<file path="src/rtl/div_pkg.sv">
// Shared types and sizing helpers for the sequential divider.
package div_pkg;

  localparam int unsigned DIV_DEFAULT_WIDTH = 16;

  typedef enum logic [1:0] {
    IDLE = 2'd0,
    BUSY = 2'd1,
    DONE = 2'd2
  } div_state_e;

  // Iteration counter width; at least one bit for the smallest legal width.
  function automatic int unsigned cnt_width(input int unsigned width);
    return (width < 2) ? 1 : $clog2(width);
  endfunction

endpackage

</file>
<file path="src/rtl/borrow_subtractor.sv">
// Combinational a - b in propagate/generate form; borrow_o set when a < b.
module borrow_subtractor #(
  parameter int unsigned N = 17
) (
  input  logic [N-1:0] a_i,
  input  logic [N-1:0] b_i,
  output logic [N-1:0] diff_o,
  output logic         borrow_o
);

  logic [N-1:0] p;
  logic [N-1:0] g;
  logic [N:0]   c;

  // Subtraction as a + ~b + 1, so the carry-in is 1 and borrow is the inverted carry-out.
  for (genvar i = 0; i < N; i++) begin : g_bit
    assign p[i]      = a_i[i] ^ ~b_i[i];
    assign g[i]      = a_i[i] & ~b_i[i];
    assign diff_o[i] = p[i] ^ c[i];
  end

  always_comb begin
    c[0] = 1'b1;
    for (int i = 0; i < N; i++) begin
      c[i+1] = g[i] | (p[i] & c[i]);
    end
  end

  assign borrow_o = ~c[N];

endmodule

</file>
<file path="src/rtl/seq_divider.sv">
// Unsigned restoring divider, one quotient bit per clock, valid/ready on both sides.
module seq_divider
  import div_pkg::*;
#(
  parameter int unsigned WIDTH = DIV_DEFAULT_WIDTH
) (
  input  logic             clk_i,
  input  logic             rst_i,
  input  logic             in_valid_i,
  output logic             in_ready_o,
  input  logic [WIDTH-1:0] dividend_i,
  input  logic [WIDTH-1:0] divisor_i,
  output logic             out_valid_o,
  input  logic             out_ready_i,
  output logic [WIDTH-1:0] quotient_o,
  output logic [WIDTH-1:0] remainder_o,
  output logic             div_by_zero_o
);

  localparam int unsigned CW = cnt_width(WIDTH);

  div_state_e       state_q, state_d;
  logic [WIDTH-1:0] q_q, q_d;
  logic [WIDTH:0]   r_q, r_d;
  logic [WIDTH-1:0] d_q, d_d;
  logic [CW-1:0]    cnt_q, cnt_d;
  logic [WIDTH-1:0] quot_d, rem_d;
  logic             dbz_d, ov_d;

  logic [WIDTH:0]   s;
  logic [WIDTH:0]   t;
  logic             borrow;
  logic             unused_r_msb;

  // R stays below D after every iteration, so its top bit never feeds back.
  assign unused_r_msb = r_q[WIDTH];

  assign s          = {r_q[WIDTH-1:0], q_q[WIDTH-1]};
  assign in_ready_o = (state_q == IDLE) && !rst_i;

  borrow_subtractor #(.N(WIDTH + 1)) u_sub (
    .a_i     (s),
    .b_i     ({1'b0, d_q}),
    .diff_o  (t),
    .borrow_o(borrow)
  );

  always_comb begin
    state_d = state_q;
    q_d     = q_q;
    r_d     = r_q;
    d_d     = d_q;
    cnt_d   = cnt_q;
    quot_d  = quotient_o;
    rem_d   = remainder_o;
    dbz_d   = div_by_zero_o;
    ov_d    = out_valid_o;
    case (state_q)
      IDLE: begin
        if (in_valid_i && in_ready_o) begin
          if (divisor_i == '0) begin
            state_d = DONE;
            quot_d  = '1;
            rem_d   = dividend_i;
            dbz_d   = 1'b1;
            ov_d    = 1'b1;
          end else begin
            state_d = BUSY;
            q_d     = dividend_i;
            r_d     = '0;
            d_d     = divisor_i;
            cnt_d   = '0;
          end
        end
      end
      BUSY: begin
        r_d   = borrow ? s : t;
        q_d   = {q_q[WIDTH-2:0], ~borrow};
        cnt_d = cnt_q + CW'(1);
        if (cnt_q == CW'(WIDTH - 1)) begin
          state_d = DONE;
          quot_d  = q_d;
          rem_d   = r_d[WIDTH-1:0];
          dbz_d   = 1'b0;
          ov_d    = 1'b1;
        end
      end
      DONE: begin
        if (out_ready_i) begin
          state_d = IDLE;
          ov_d    = 1'b0;
          dbz_d   = 1'b0;
        end
      end
      default: state_d = IDLE;
    endcase
  end

  always_ff @(posedge clk_i) begin
    if (rst_i) begin
      state_q       <= IDLE;
      q_q           <= '0;
      r_q           <= '0;
      d_q           <= '0;
      cnt_q         <= '0;
      quotient_o    <= '0;
      remainder_o   <= '0;
      div_by_zero_o <= 1'b0;
      out_valid_o   <= 1'b0;
    end else begin
      state_q       <= state_d;
      q_q           <= q_d;
      r_q           <= r_d;
      d_q           <= d_d;
      cnt_q         <= cnt_d;
      quotient_o    <= quot_d;
      remainder_o   <= rem_d;
      div_by_zero_o <= dbz_d;
      out_valid_o   <= ov_d;
    end
  end

endmodule

</file>
<file path="config.mk">
export PLATFORM = sky130hd
export DESIGN_NAME = seq_divider
export DESIGN_NICKNAME = d
export VERILOG_FILES = /design/src/rtl/div_pkg.sv /design/src/rtl/borrow_subtractor.sv /design/src/rtl/seq_divider.sv
export SDC_FILE = /design/constraint.sdc
export NUM_CORES = 1
export LEC_CHECK = 0
export ABC_AREA = 0
export ABC_CLOCK_PERIOD_IN_PS = 9900
export BUFFER_PORTS_ARGS = -buffer_cell sky130_fd_sc_hd__buf_2
export CORE_ASPECT_RATIO = 1.75
export CORE_UTILIZATION = 58
export CTS_BUF_LIST = sky130_fd_sc_hd__clkbuf_16
export CTS_CLUSTER_SIZE = 30
export DETAILED_ROUTE_END_ITERATION = 8
export GPL_TIMING_DRIVEN = 1
export PLACE_DENSITY = 0.82
export SETUP_SLACK_MARGIN = 0.02
export SLEW_MARGIN = 20
export SYNTH_ARGS = -nofsm -noshare
export SYNTH_HDL_FRONTEND = slang
export SYNTH_HIERARCHICAL = 1
export SYNTH_SLANG_ARGS = --single-unit
</file>
<file path="constraint.sdc">
create_clock -name clk_i -period 9.9 [get_ports clk_i]
set_input_delay 1.485 -clock clk_i [delete_from_list [all_inputs] [get_ports clk_i]]
set_output_delay 1.485 -clock clk_i [all_outputs]
set_load 0.005 [all_outputs]
</file>
==> qor.csv <==
metric,value,unit
DRT antenna net count,0,
gpl congestion,0.883,
crit path cell chain,inv_1 -> ha_1 -> fa_1 -> fa_1 -> fa_1 -> fa_1 -> fa_1 -> fa_1 -> fa_1 -> fa_1 -> fa_1 -> fa_1 -> fa_1 -> fa_1 -> fa_1 -> fa_1 -> fa_1 -> fa_1 -> mux2i_1 -> nor2_1 -> a21oi_1 -> a211oi_1,
layout overhead on the synthesized area,11.7,%
"setup slack, reg-to-reg",1.53,ns
Initial Util,0.596,
layout cells sized above 1,0.191,
drt pass-1 iters,5,
Placed Instance Area,0.00524,mm²
Clk pwr share,0.261,
critical path startpoint category,register,
HPWL Detailed,7.87,mm
setup_tns,0,ns
FF-to-FF path depth,22,
Rel. slew slack,0.245,
"most common cell after layout, fill and taps aside",dfxtp_1,
dpl ws,1.63,ns
Flop pwr share,0.356,
initial antenna violation count,0,
Longest Clk Path Bufs,2,
"Largest stage delay, worst path",0.78,ns
Synth Cell Area,0.00495,mm²
# diodes,0,
Slew @ Worst Pin,1.13,ns
Fin. Hold Viols,0,
layout net count,650,
pin count of the biggest net entering global routing,110,
path type of the worst setup path,reg -> reg,
die width,71.9,µm
Pwr per Cell Area,230,mW/mm²
Post-CTS Resized,0,
WL met3,472,µm
# DRC,0,
Worst Hold Path EP,quotient_o[6]$_SDFFE_PP0P_,
via count,4292,
"most used cell, CP",fa_1,
WL met1,4.90,mm
Rows,44,
Num CTS Buffers,9,
Post-CTS Hold Buffers,0,
grt ovf,0,
clock skew,0.00732,ns
cell internal pwr,799,µW
HP Start,q_q[5]$_SDFFE_PP0P_,
fmax,0.120,GHz
Slew Limit Fails,0,
Port Buf Inserts,70,
Post-Syn Instances,560,
switching share of power,0.372,
DR WL/cell,16.7,µm
switching component of the power,473,µW
clk slew on worst S/H paths,0.06,ns
Slowest cell on crit path,fa_1,
clock sink total,88,
highest-count cells in the layout ignoring fill and taps,"dfxtp_1, a21oi_1, buf_2",
CTS root buffer,clkbuf_16,
combinational power share,0.383,
Hold Crit Depth,2,
DRT Wirelength,11.9,mm
drt first-iter violations,297,
final setup fails,0,
endpoint class of the critical path,register,
minimum clock period,8.37,ns
maxcap violations,0,
final instance area,0.00553,mm²
CTS tree,done,
Buf/Inv on CP,1,
"delay-heaviest family, CP",adder cells,
top routing layer in use,met4,
Die H,124,µm
routed vias/inst,6.03,
# H-tree levels,3,
Post-CTS Setup Inserts,0,
peak supply drop,0.137,mV
setup ws final,1.53,ns
WL met2,6.11,mm
WP data required,10.15,ns
core region area,0.00831,mm²
crit share post-route,0.845,
Reg-to-Reg End,remainder_o[4]$_SDFFE_PP0P_,
die area,0.00893,mm²
worst skew pair latency,0.35,ns
first-pass GRT wire length,19.7,mm
Synthesis Warnings,6,
number of global-route vias before repair,4081,
status,"complete, no violations",
Syn Nets,618,
Reg2Reg Launch Point,q_q[15]$_SDFFE_PP0P_,
worst hold path class,reg -> reg,
synthesized area per cell,8.84,µm²
total track usage,0.279,
I/O pins,71,
RSZ-0062 raised after global routing,no,
Leakage,2.18,nW
"Arr. time, crit path",8.62,ns
crit path max fanout,18,
[sequential cells by signal (all words and copies together), names as in the netlist]
name and count:
cnt_q 4, div_by_zero_o 1, q_q 16, r_q 16
remainder_o 16, state_q 2, out_valid_o 1, d_q 16
quotient_o 16
[final cells by class]
type                    count  area [µm²]
fillers                   683        2780
multi-input cells         360        2720
flip-flops and latches     88        1760
repair buffers             77         405
clock buffers               9         225
inverters                  56         210
well taps                 115         144
clock inverters             7        65.1
[per-layer routing]
layer,GRT usage,up-vias
li1,-,2061
met1,0.342,2069
met2,0.462,133
met3,0.0519,29
met4,0.131,0
met5,0,-
[power groups by stage]
stage | sequential, mW | combinational [mW] | clock, mW
finish | 0.453 | 0.488 | 0.332
floorplan | 0.457 | 0.360 | 0
CTS | 0.453 | 0.485 | 0.336
global placement | 0.457 | 0.469 | 0
global route | 0.460 | 0.542 | 0.349
detailed placement | 0.460 | 0.484 | 0
[tightest hold or removal path: stages, from the launching register on]
cell	delay, ns
dfxtp_1	0.31
inv_1	0.06
a311oi_1	0.07
[how the worst max path moves through the flow]
stage,startpoint,to,slack [ns],cells past startpoint
2_1_floorplan,q_q[15]$_SDFFE_PP0P_,remainder_o[10]$_SDFFE_PP0P_,2.32,24
3_3_place_gp,q_q[15]$_SDFFE_PP0P_,remainder_o[15]$_SDFFE_PP0P_,1.77,22
3_5_place_dp,q_q[15]$_SDFFE_PP0P_,remainder_o[15]$_SDFFE_PP0P_,1.63,22
4_1_cts,q_q[15]$_SDFFE_PP0P_,remainder_o[4]$_SDFFE_PP0P_,1.59,22
5_1_grt,q_q[15]$_SDFFE_PP0P_,remainder_o[4]$_SDFFE_PP0P_,1.26,22
6_report,q_q[15]$_SDFFE_PP0P_,remainder_o[4]$_SDFFE_PP0P_,1.53,22
[through the flow]
step / cells / utilization / hold WS [ns] / power (mW)
final: 712 / 0.665 / 0.491 / 1.27
after global routing: 712 / 0.665 / 0.520 / 1.35
after CTS: 712 / 0.665 / 0.492 / 1.27
after detailed placement: 696 / 0.630 / 0.482 / 0.944
after global placement: 696 / 0.630 / 0.471 / 0.926
after floorplan: 560 / - / 0.458 / 0.817
No activity file was read; power rests on OpenSTA's default activity.
